`src/rtl/parking_pkg.sv`:
```
// Shared types and constants for the parking slot billing controller.
package parking_pkg;
  localparam int TIME_W      = 8;
  localparam int FEE_W       = 10;
  localparam int RATE_DEF    = 2;
  localparam int FEE_CAP_DEF = 400;

  typedef enum logic [2:0] {
    IDLE, ENTRY, EXIT_CALC, EXIT_DONE, RELEASE
  } state_e;

  // Multiply at full width so the cap compare sees the untruncated product.
  function automatic logic [FEE_W-1:0] cap_fee(input logic [TIME_W:0] el,
                                               input int rate, input int cap);
    logic [31:0] p;
    p = 32'(el) * 32'(rate);
    if (p > 32'(cap)) return FEE_W'(cap);
    return FEE_W'(p);
  endfunction
endpackage

```
`src/rtl/elapsed_calc.sv`:
```
// Wrap-aware tick difference between an entry stamp and the current time.
module elapsed_calc
  import parking_pkg::*;
(
  input  logic [TIME_W-1:0] now,
  input  logic [TIME_W-1:0] stamp,
  output logic [TIME_W:0]   elapsed
);
  logic [TIME_W:0] max_t;
  assign max_t = {1'b0, {TIME_W{1'b1}}};

  always_comb begin
    if (now >= stamp) elapsed = {1'b0, now} - {1'b0, stamp};
    else              elapsed = (max_t - {1'b0, stamp}) + {1'b0, now} + (TIME_W+1)'(1);
  end
endmodule

```
`src/rtl/slot_billing_ctrl.sv`:
```
// Parking lot controller: grants slots on entry, bills elapsed ticks on exit.
module slot_billing_ctrl
  import parking_pkg::*;
#(
  parameter int NUM_SLOTS = 4,
  parameter int RATE      = RATE_DEF,
  parameter int FEE_CAP   = FEE_CAP_DEF
) (
  input  logic       clk,
  input  logic       reset,
  input  logic [7:0] current_time,
  input  logic       entry_req,
  input  logic       exit_req,
  input  logic [1:0] exit_slot,
  output logic       entry_ack,
  output logic [1:0] entry_slot,
  output logic       entry_nack,
  output logic       fee_valid,
  output logic [9:0] fee,
  output logic       exit_err,
  output logic [2:0] occupied,
  output logic       full
);
  state_e                            state_q, state_d;
  logic                              rr_q, rr_d;          // 1: exit has priority on collision
  logic                              svc_exit_q, svc_exit_d;
  logic [NUM_SLOTS-1:0]              valid_q, valid_d;
  logic [NUM_SLOTS-1:0][TIME_W-1:0]  stamp_q, stamp_d;
  logic [TIME_W:0]                   elapsed_q, elapsed_d;
  logic                              entry_ack_q, entry_ack_d;
  logic [1:0]                        entry_slot_q, entry_slot_d;
  logic                              entry_nack_q, entry_nack_d;
  logic                              fee_valid_q, fee_valid_d;
  logic [FEE_W-1:0]                  fee_q, fee_d;
  logic                              exit_err_q, exit_err_d;
  logic [2:0]                        occupied_q, occupied_d;
  logic                              full_q, full_d;

  logic [TIME_W:0] el_w;
  logic [2:0]      occ_cnt;
  logic            free_found;
  logic [1:0]      free_idx;

  elapsed_calc u_elapsed (
    .now     (current_time),
    .stamp   (stamp_q[exit_slot]),
    .elapsed (el_w)
  );

  always_comb begin
    occ_cnt    = '0;
    free_found = 1'b0;
    free_idx   = '0;
    for (int i = NUM_SLOTS-1; i >= 0; i--) begin
      occ_cnt = occ_cnt + 3'(valid_q[i]);
      if (!valid_q[i]) begin
        free_found = 1'b1;
        free_idx   = 2'(i);
      end
    end
  end

  always_comb begin
    state_d      = state_q;
    rr_d         = rr_q;
    svc_exit_d   = svc_exit_q;
    valid_d      = valid_q;
    stamp_d      = stamp_q;
    elapsed_d    = elapsed_q;
    fee_d        = fee_q;
    entry_ack_d  = 1'b0;
    entry_slot_d = '0;
    entry_nack_d = 1'b0;
    fee_valid_d  = 1'b0;
    exit_err_d   = 1'b0;
    occupied_d   = occ_cnt;
    full_d       = (occ_cnt == 3'(NUM_SLOTS));

    case (state_q)
      IDLE: begin
        if (entry_req && exit_req) begin
          state_d    = rr_q ? EXIT_CALC : ENTRY;
          svc_exit_d = rr_q;
          rr_d       = ~rr_q;
        end else if (entry_req) begin
          state_d    = ENTRY;
          svc_exit_d = 1'b0;
        end else if (exit_req) begin
          state_d    = EXIT_CALC;
          svc_exit_d = 1'b1;
        end
      end
      ENTRY: begin
        if (free_found) begin
          valid_d[free_idx] = 1'b1;
          stamp_d[free_idx] = current_time;
          entry_ack_d       = 1'b1;
          entry_slot_d      = free_idx;
        end else begin
          entry_nack_d = 1'b1;
        end
        state_d = RELEASE;
      end
      EXIT_CALC: begin
        if (!valid_q[exit_slot]) begin
          exit_err_d = 1'b1;
          state_d    = RELEASE;
        end else begin
          elapsed_d = el_w;
          state_d   = EXIT_DONE;
        end
      end
      EXIT_DONE: begin
        fee_d              = cap_fee(elapsed_q, RATE, FEE_CAP);
        fee_valid_d        = 1'b1;
        valid_d[exit_slot] = 1'b0;
        state_d            = RELEASE;
      end
      RELEASE: begin
        if (svc_exit_q ? !exit_req : !entry_req) state_d = IDLE;
      end
      default: state_d = IDLE;
    endcase
  end

  always_ff @(posedge clk) begin
    if (!reset) begin
      state_q      <= IDLE;
      rr_q         <= 1'b0;
      svc_exit_q   <= 1'b0;
      valid_q      <= '0;
      stamp_q      <= '0;
      elapsed_q    <= '0;
      entry_ack_q  <= 1'b0;
      entry_slot_q <= '0;
      entry_nack_q <= 1'b0;
      fee_valid_q  <= 1'b0;
      fee_q        <= '0;
      exit_err_q   <= 1'b0;
      occupied_q   <= '0;
      full_q       <= 1'b0;
    end else begin
      state_q      <= state_d;
      rr_q         <= rr_d;
      svc_exit_q   <= svc_exit_d;
      valid_q      <= valid_d;
      stamp_q      <= stamp_d;
      elapsed_q    <= elapsed_d;
      entry_ack_q  <= entry_ack_d;
      entry_slot_q <= entry_slot_d;
      entry_nack_q <= entry_nack_d;
      fee_valid_q  <= fee_valid_d;
      fee_q        <= fee_d;
      exit_err_q   <= exit_err_d;
      occupied_q   <= occupied_d;
      full_q       <= full_d;
    end
  end

  assign entry_ack  = entry_ack_q;
  assign entry_slot = entry_slot_q;
  assign entry_nack = entry_nack_q;
  assign fee_valid  = fee_valid_q;
  assign fee        = fee_q;
  assign exit_err   = exit_err_q;
  assign occupied   = occupied_q;
  assign full       = full_q;
endmodule

```
`config.mk`:
```
export PLATFORM = sky130hd
export DESIGN_NAME = slot_billing_ctrl
export DESIGN_NICKNAME = d
export VERILOG_FILES = /design/src/rtl/parking_pkg.sv /design/src/rtl/elapsed_calc.sv /design/src/rtl/slot_billing_ctrl.sv
export SDC_FILE = /design/constraint.sdc
export NUM_CORES = 1
export LEC_CHECK = 0
export ABC_AREA = 0
export CELL_PAD_IN_SITES_DETAIL_PLACEMENT = 1
export CELL_PAD_IN_SITES_GLOBAL_PLACEMENT = 1
export CORE_AREA = 2 2 117 119
export DETAILED_ROUTE_END_ITERATION = 8
export DIE_AREA = 0 0 119 121
export GPL_TIMING_DRIVEN = 0
export PLACE_DENSITY = 0.6
export SLEW_MARGIN = 5
export SYNTH_ARGS = -nofsm -noshare
export SYNTH_HDL_FRONTEND = slang
export SYNTH_SLANG_ARGS = --single-unit
```
`constraint.sdc`:
```
create_clock -name clk -period 3.7 [get_ports clk]
set_input_delay 0.74 -clock clk [delete_from_list [all_inputs] [get_ports clk]]
set_output_delay 0.74 -clock clk [all_outputs]
set_load 0.02 [all_outputs]
```
==> metrics <==
Die Area=0.0144 sq mm; Critical Path End Type=flop; clock transition at the registers of the reported paths=60 ps; Hold Path Class=flop to flop; worst slack, placed=-459 ps; Post-Syn Instances=346; Critical Path Max Stage Delay=650 ps; footprint of the multi-input gates=0.00169 sq mm; number of port buffers=32; placed inst area=0.00374 sq mm; Initial Util=24.4%; final hold violation count=0; first-pass GRT wire length=13500 um; initial antenna violation count=0; FF-to-FF path depth=8; fillers=1514; maxcap violations=0; Post-Syn Area=0.00320 sq mm; Tcrit/Tclk final=94.4%; crit path cell chain=clkdlybuf4s50_1 -> clkbuf_4 -> mux4_2 -> ha_1 -> fa_1 -> nand2b_1 -> a21oi_1 -> o21ai_0 -> xnor2_1 -> a311oi_1; status=finished, final reports clean; Final Cell Area=0.00404 sq mm; area grow syn2layout=26.3%; layout cells sized above 1=9.16%; Sink Count=69; CP max FO=10; crit path to=elapsed_q[8]; leakage=1.44 nW; post-synthesis sequential area ratio=43.2%; Data arrival, critical path=3740 ps; Critical Path RT=3940 ps; Tmin final=3490 ps; row count=42; Synth area leader=dfxtp_1; register area=0.00138 sq mm; Area contributors post-synth=dfxtp_1 43%, mux2i_1 7.8%, nor2_1 6.6%, mux4_2 5.6%, ha_1 4.3%; setup ws final=209 ps; routed wire length=8240 um; Final nets=416; Chip Height=121 um; worst setup path start=exit_slot[1]; final setup TNS=0 ps; clk root buf=clkbuf_16; hold path depth=2; num ports=34; DR pass1 iterations=4; WL/cell=14.5 um; Crit path depth=10; RSZ-0062 raised after global routing=false; PD cells=444 mW/mm^2; Synth Area in Adders=5.56%; post-route ant nets=0; Die X=119 um; crit start category=input pin; Post-synth EDFFs=0; Achievable Freq=0.286 GHz; clock skew=5.74 ps; CP max stage cell=clkdlybuf4s50_1; grt total ovfl=0; CTS max path bufs=2; 1st-iter DRT viols=92; clock latency on the worst-skew pair=340 ps; Synth Area in Compound Gates=12.1%; vias in the first global route=2596; fin. max-slew vios=0; Setup violations, final=0; syn_area_per_cell=9.24 sq um; H-tree depth=3; Syn Nets=373; CTS tree=done; DR vias/cell=4.54; dpl hpwl=6100 um; Post-Synth Simple-Gate Area=20.0%; GPL Wtd Cong=0.753; Post-synth ARST share=0%; Yosys top cell area share=43.2%; mux contribution to synthesized area=14.3%; diodes inserted=0; total core area=0.0131 sq mm; reg2reg setup slack=1110 ps; Crit Reg-Reg Endpoint=elapsed_q[8]; crit path buf inv count=2; GRT Total Usage=12.2%; CTS Buf Count=9; vias=2581; final core utilization=30.8%; Worst R2R Start=stamp_q[24]; XOR/XNOR Fraction of Synth Area=0.822%; DRC viols=0; Setup Crit Path Kind=input pin to flop; synth unique cells=49; largest family of logic cells by synthesized area=simple AND/OR/NAND/NOR gates; post-CTS setup buffer count=0; VDD IR max=0.196 mV; Worst-Margin Slew=845 ps; maximum number of pins on one net before global-route repair=13; top_reg_cell synth=dfxtp_1; FF+latch count, synth=69; Slew headroom=43.3%; CP top delay family=buffers and inverters; synth warn=0
[repair_timing]
action | 4_1_cts | 5_1_grt
gates resized for setup | 2 | 3
hold buffers | 0 | 0
endpoints found under the setup margin | 1 | 1
[cell usage in the layout (no fill, tap or decap), types with 11 or more instances in the layout]
| cell | synthesis | layout |
|---|---|---|
| nor2_1 | 56 | 56 |
| nand2_1 | 32 | 32 |
| dfxtp_1 | 69 | 69 |
| a21oi_1 | 26 | 26 |
| mux2i_1 | 25 | 25 |
| clkdlybuf4s50_1 | 0 | 31 |
| ha_1 | 11 | 11 |
| inv_1 | 19 | 19 |
[kinds of logic after synthesis]
group	count (synthesis)
and+or+nand+nor	132
DFF	69
AOI/OAI and AO/OA	62
muxes	34
buffers and inverters	32
adders and majority gates	13
xor gates and xnor gates	3
other	1
[sequential cells by signal (all words and copies together), names as in the netlist, 2 cells and up]
signal	count
occupied	3
valid_q	4
stamp_q	32
state_q	3
elapsed_q	9
entry_slot	2
fee	9
[how the worst min path moves through the flow]
stage / start / to / slack (ps)
6_report: stamp_q[6] / stamp_q[6] / 460
5_1_grt: stamp_q[3] / stamp_q[3] / 490
4_1_cts: stamp_q[3] / stamp_q[3] / 470
3_5_place_dp: stamp_q[3] / stamp_q[3] / 460
3_3_place_gp: stamp_q[7] / stamp_q[7] / 440
2_1_floorplan: stamp_q[3] / stamp_q[3] / 430
[power breakdown]
group | switching (W) | leakage, nW | internal, W
clock network | 0.000329 | 0.130 | 0.000516
logic | 0.000102 | 0.750 | 0.0000707
registers | 0.0000156 | 0.557 | 0.000760
[metrics by stage]
stage               total power (W)  instances  hold WS [ps]
finish                      0.00179        569           464
global route                0.00187        569           487
CTS                         0.00182        569           465
detailed placement         0.000965        554           457
global placement           0.000959        554           442
floorplan                  0.000897        346           432
[cell type report]
cell class / instances / area share, %
repair buffers: 32 / 8.00
well taps: 176 / 5.46
clock inverters: 6 / 1.61
flip-flops and latches: 69 / 34.2
inverters: 19 / 1.77
clock buffers: 9 / 5.58
plain buffers: 13 / 1.52
multi-input cells: 245 / 41.8
[cells in the mapped netlist (2+ instances only)]
library cell / instances
a211oi_1: 3
a21oi_1: 26
a22oi_1: 6
a311oi_1: 2
a31oi_1: 2
and2_1: 6
and3_1: 4
buf_2: 2
clkbuf_1: 10
dfxtp_1: 69
fa_1: 2
ha_1: 11
inv_1: 19
mux2i_1: 25
mux4_2: 8
nand2_1: 32
nand2b_1: 2
nand3_1: 7
nand3b_1: 2
nor2_1: 56
nor2_4: 3
nor2b_1: 2
nor3_1: 9
nor3b_1: 2
o21a_1: 2
o21ai_0: 9
o31ai_1: 2
xor2_1: 2
[worst register-to-register path, stage by stage, from the launching register on]
cell,delay (ps)
dfxtp_1,320
mux4_2,470
ha_1,260
fa_1,420
nand2b_1,180
a21oi_1,250
o21ai_0,170
xnor2_1,170
a311oi_1,260
[layer usage]
metal	global-route usage (%)	vias up	wire length [um]
met2	19.8	33	3880
met3	3.10	10	248
met5	0	-	0
li1	-	1292	-
met4	5.36	0	151
met1	15.5	1246	3960
(Power assumes the default switching activity.)
